**src/rtl/mac_pkg.sv**
```systemverilog
// Shared widths, saturation limits and FSM state type for the mac_accum dot-product accumulator.
package mac_pkg;

  localparam int unsigned PROD_W    = 10;
  localparam int unsigned MAX_TERMS = 16;
  localparam int unsigned CNT_W     = 5;
  localparam int unsigned ACC_W     = 14;

  localparam logic [ACC_W-1:0] ACC_MAX = {1'b0, {(ACC_W-1){1'b1}}};
  localparam logic [ACC_W-1:0] ACC_MIN = {1'b1, {(ACC_W-1){1'b0}}};

  typedef enum logic {
    ACCUM = 1'b0,
    DONE  = 1'b1
  } state_e;

endpackage

```
**src/rtl/sat_add.sv**
```systemverilog
// Signed W-bit adder with overflow detect; clamps to the signed range when MAC_ACCUM_SATURATE_EN is defined.
module sat_add #(
  parameter int unsigned W = 14
) (
  input  logic [W-1:0] a,
  input  logic [W-1:0] b,
  output logic [W-1:0] sum,
  output logic         ovf
);

  logic [W-1:0] raw;

  assign raw = a + b;
  // Overflow only when both operands share a sign that the result lost.
  assign ovf = (a[W-1] == b[W-1]) && (raw[W-1] != a[W-1]);

`ifdef MAC_ACCUM_SATURATE_EN
  localparam logic [W-1:0] SMAX = {1'b0, {(W-1){1'b1}}};
  localparam logic [W-1:0] SMIN = {1'b1, {(W-1){1'b0}}};

  assign sum = ovf ? (a[W-1] ? SMIN : SMAX) : raw;
`else
  assign sum = raw;
`endif

endmodule

```
**src/rtl/mac_accum.sv**
```systemverilog
// Sequential dot-product accumulator with a valid/ready result port.
// Optional saturating arithmetic and sticky overflow error via MAC_ACCUM_SATURATE_EN.
module mac_accum
  import mac_pkg::*;
#(
  parameter int unsigned PROD_W    = mac_pkg::PROD_W,
  parameter int unsigned MAX_TERMS = mac_pkg::MAX_TERMS,
  parameter int unsigned CNT_W     = mac_pkg::CNT_W,
  parameter int unsigned ACC_W     = mac_pkg::ACC_W
) (
  input  logic              clk,
  input  logic              rst,
  input  logic [PROD_W-1:0] in_prod,
  input  logic              in_valid,
  input  logic              in_last,
  output logic              in_ready,
  output logic [ACC_W-1:0]  acc_out,
  output logic [CNT_W-1:0]  term_cnt,
  output logic              err,
  output logic              out_valid,
  input  logic              out_ready
);

  state_e             state;
  logic [ACC_W-1:0]   acc;
  logic [ACC_W-1:0]   prod_ext;
  logic [ACC_W-1:0]   acc_sum;
  logic [CNT_W-1:0]   cnt;
  logic [CNT_W-1:0]   cnt_nxt;
  logic               accept;
  logic               close;
  logic               ovf;
  logic               add_ovf;
  logic               sat_flag;
  logic               vec_sat;

  assign prod_ext = ACC_W'($signed(in_prod));
  assign in_ready = (state == ACCUM);
  assign accept   = in_valid && in_ready;
  assign cnt_nxt  = cnt + CNT_W'(1);
  assign close    = in_last || (cnt_nxt == CNT_W'(MAX_TERMS));

  sat_add #(.W(ACC_W)) u_add (
    .a   (acc),
    .b   (prod_ext),
    .sum (acc_sum),
    .ovf (ovf)
  );

`ifdef MAC_ACCUM_SATURATE_EN
  assign add_ovf = ovf;
`else
  // Wrap-around build: overflow never contributes to err.
  logic unused_ovf;
  assign unused_ovf = ovf;
  assign add_ovf    = 1'b0;
`endif

  assign vec_sat = sat_flag || add_ovf;

  always_ff @(posedge clk) begin
    if (rst) begin
      state     <= ACCUM;
      acc       <= '0;
      cnt       <= '0;
      sat_flag  <= 1'b0;
      acc_out   <= '0;
      term_cnt  <= '0;
      err       <= 1'b0;
      out_valid <= 1'b0;
    end else begin
      case (state)
        ACCUM: begin
          if (accept) begin
            if (close) begin
              acc_out   <= acc_sum;
              term_cnt  <= cnt_nxt;
              err       <= !in_last || vec_sat;
              out_valid <= 1'b1;
              acc       <= '0;
              cnt       <= '0;
              sat_flag  <= 1'b0;
              state     <= DONE;
            end else begin
              acc      <= acc_sum;
              cnt      <= cnt_nxt;
              sat_flag <= vec_sat;
            end
          end
        end
        DONE: begin
          // Result held stable until downstream takes it.
          if (out_ready) begin
            out_valid <= 1'b0;
            state     <= ACCUM;
          end
        end
        default: state <= ACCUM;
      endcase
    end
  end

endmodule

```
**config.mk**
```make
export PLATFORM = sky130hd
export DESIGN_NAME = mac_accum
export DESIGN_NICKNAME = d
export VERILOG_FILES = /design/src/rtl/mac_pkg.sv /design/src/rtl/sat_add.sv /design/src/rtl/mac_accum.sv
export SDC_FILE = /design/constraint.sdc
export NUM_CORES = 1
export LEC_CHECK = 0
export CAP_MARGIN = 20
export CORE_UTILIZATION = 50
export CTS_BUF_LIST = sky130_fd_sc_hd__clkbuf_4 sky130_fd_sc_hd__clkbuf_8 sky130_fd_sc_hd__clkbuf_16
export CTS_CLUSTER_DIAMETER = 40
export DETAILED_ROUTE_END_ITERATION = 12
export PLACE_DENSITY = 0.75
export SYNTH_ARGS = -nofsm -noshare
export SYNTH_HDL_FRONTEND = slang
export SYNTH_SLANG_ARGS = --single-unit
```
**constraint.sdc**
```tcl
create_clock -name clk -period 6.4 [get_ports clk]
set_input_delay 1.28 -clock clk [delete_from_list [all_inputs] [get_ports clk]]
set_output_delay 1.28 -clock clk [all_outputs]
set_load 0.02 [all_outputs]
```
==> results.json <==
{
  "status": "finished clean",
  "netlist_area_um2": 2270,
  "hp-start": "acc_out[5]$_SDFFE_PP0P_",
  "syn_inst": 266,
  "yosysUniqueCellTypes": 53,
  "worstSkewPairLatency_ns": 0.30,
  "worst_path_max_delay_cell": "or4b_4",
  "clock_path_buffers": 2,
  "yosys_warnings": 0,
  "reg2reg_depth": 9,
  "synthFlopType": "dfxtp_1",
  "dieArea_um2": 4820,
  "synth_edf_count": 0,
  "initial_utilization": 0.522,
  "syn_nets": 297,
  "p_total_mw": 0.632,
  "synth_common_cells": "nand2_1 (42), dfxtp_1 (41), a21oi_1 (29)",
  "hold_class": "register to register",
  "cts_setup_buffers": 0,
  "worst_slew_pin_slew_ns": 0.842,
  "drv_slew": 0,
  "port_buffers": 36,
  "cp_max_fo": 4,
  "antenna_found_initial": 0,
  "grt_pass1_vias": 1858,
  "drcViolationCount": 0,
  "wire_per_inst_um": 14.5,
  "cp.arrival_ns": 3.74,
  "gp_congestion": 0.821,
  "timing.setup.tns_ns": 0,
  "cts-root-buf": "clkbuf_8",
  "power.density_nw_per_um2": 232,
  "cp_slowest_stage_delay_ns": 0.53,
  "fp.coreArea_um2": 4350,
  "yosysMostFrequentCell": "nand2_1",
  "yosysSeqAreaShare": 0.361,
  "path_class": "input port to register",
  "antenna_cells": 0,
  "syn-mean-instance-area_um2": 8.55,
  "place_hpwl_um": 3430,
  "area_growth_pct": 19.8,
  "via_per_inst": 5.69,
  "cts_max_level": 2,
  "die_width_um": 69.4,
  "slew-limit-headroom": 0.437,
  "via_count": 1996,
  "regToRegSetupSlack_ns": 3.94,
  "max_clock_freq_mhz": 281,
  "grt_overflow_total": 0,
  "ios": 37,
  "cp-end-kind": "register",
  "grtUsageTotal": 0.222,
  "ir_drop_mv": 0.148,
  "synth_area_leaders": "dfxtp_1 (36%), ha_1 (8.3%), nand2_1 (6.9%), a21oi_1 (6.4%), nor2_1 (4.5%)",
  "holdWs_ns": 0.457,
  "nFillCells": 388,
  "r2r-start": "acc[0]$_SDFFE_PP0P_",
  "clock_skew_ns": 0.00390,
  "grt_max_degree": 39,
  "whs_path_depth": 2,
  "async_reset_ff_frac": 0,
  "cts_resized": 0,
  "cp-start-kind": "input port",
  "routed_wl_um": 5090,
  "ant_nets": 0,
  "worstPathRequired_ns": 6.58,
  "r2r_end": "acc[12]$_SDFFE_PP0P_",
  "hold_viol_final": 0,
  "die_h_um": 69.4,
  "grt_first_pass_wirelength_um": 8560,
  "synth_top_area_frac": 0.361,
  "cts.sinks": 41,
  "cts_hold_buf": 0,
  "first_iter_violations": 109,
  "clkTransAtPathRegs_ns": 0.08,
  "cts_tree": "yes",
  "rsz0062_at_grt": "no",
  "rows": 24,
  "numCtsBuffers": 5,
  "setup-violations-final": 0,
  "fin_crit_sh": 0.557,
  "crit_path_cell_trace": "clkdlybuf4s50_1, ha_1, inv_1, fa_1, nand2b_1, a21oi_2, o41ai_2, or4b_4, a32oi_1, nor2_1",
  "synth_largest_area_cell": "dfxtp_1",
  "max_cap_violations": 0,
  "post-route-min-period_ns": 3.56,
  "drive_gt1_frac": 0.0702,
  "ys_ff_latch": 41,
  "worst_hold_path.endpoint": "acc_out[5]$_SDFFE_PP0P_",
  "leakage_nw": 1.05,
  "fin_nets": 329,
  "first_pass_iters": 4
}
-- worst max path at each step --
| stage | slack [ns] | cells past startpoint | startpoint | to |
|---|---|---|---|---|
| 2_1_floorplan | 3.17 | 9 | in_prod[0] | acc[12]$_SDFFE_PP0P_ |
| 3_3_place_gp | 2.60 | 10 | in_prod[0] | acc[12]$_SDFFE_PP0P_ |
| 3_5_place_dp | 2.54 | 10 | in_prod[0] | acc[12]$_SDFFE_PP0P_ |
| 4_1_cts | 2.85 | 10 | in_prod[0] | acc[12]$_SDFFE_PP0P_ |
| 5_1_grt | 2.74 | 10 | in_prod[0] | acc[12]$_SDFFE_PP0P_ |
| 6_report | 2.84 | 10 | in_prod[0] | acc[12]$_SDFFE_PP0P_ |
-- flip-flops by register name, summed over array words and instances (netlist names) --
| signal | cells |
|---|---|
| out_valid | 1 |
| term_cnt | 5 |
| err | 1 |
| acc | 14 |
| cnt | 5 |
| state | 1 |
| acc_out | 14 |
-- through the flow --
stage,cell area [µm²],setup WS (ns),utilization,cells
2_1_floorplan,2270,3.17,-,266
3_3_place_gp,2600,2.60,0.598,343
3_5_place_dp,2600,2.54,0.598,343
4_1_cts,2720,2.85,0.625,351
5_1_grt,2720,2.74,0.625,351
6_report,2720,2.84,0.625,351
-- logic make-up after synthesis --
kind of cell	after synthesis	share of synthesized area
buf+inv	21	0.0605
xor+xnor	11	0.0457
compound gates	79	0.234
simple gates	96	0.198
fa+ha+maj	16	0.0914
flops	41	0.361
mux	2	0.00936
-- power by group --
group | total (mW) | switching [mW] | leakage [nW] | internal [mW]
Sequential | 0.276 | 0.00785 | 0.334 | 0.269
Clock | 0.222 | 0.0910 | 0.0619 | 0.131
Combinational | 0.133 | 0.0755 | 0.658 | 0.0574
Total | 0.632 | 0.174 | 1.05 | 0.457
-- metal layers --
layer	track usage	vias up	part of all wire
li1	-	1010	-
met1	0.278	929	0.46
met2	0.371	53	0.47
met3	0.0640	4	0.054
met4	0.0635	0	0.0085
met5	0	-	0
-- cell type report --
class	instances	area [µm²]	area share
tap	52	65.1	0.0239
clock inverter	1	30.0	0.0110
timing repair buffer	37	368	0.135
clock buffer	7	90.1	0.0331
inverter	9	33.8	0.0124
multi-input combinational	204	1320	0.483
sequential	41	821	0.301
-- layout by cell type, fill, tap and decap left out, types with 3 or more instances in the layout --
master           instances
nand2_1                 42
dfxtp_1                 41
clkdlybuf4s50_1         36
a21oi_1                 29
nor2_1                  27
ha_1                    15
a22oi_1                 11
inv_1                    9
o21ai_0                  9
nand3_1                  8
xnor2_1                  8
a211oi_1                 7
clkbuf_8                 6
nand2b_1                 3
a21o_1                   3
nand4_1                  3
-- critical path, delay by kind of cell --
family / cells / cell delay (ns)
buffers and inverters: 2 / 0.53
adders and majority gates: 2 / 0.59
and+or+nand+nor: 3 / 0.79
AOI/OAI and AO/OA: 3 / 0.55
Power figures use the tool's default switching activity.
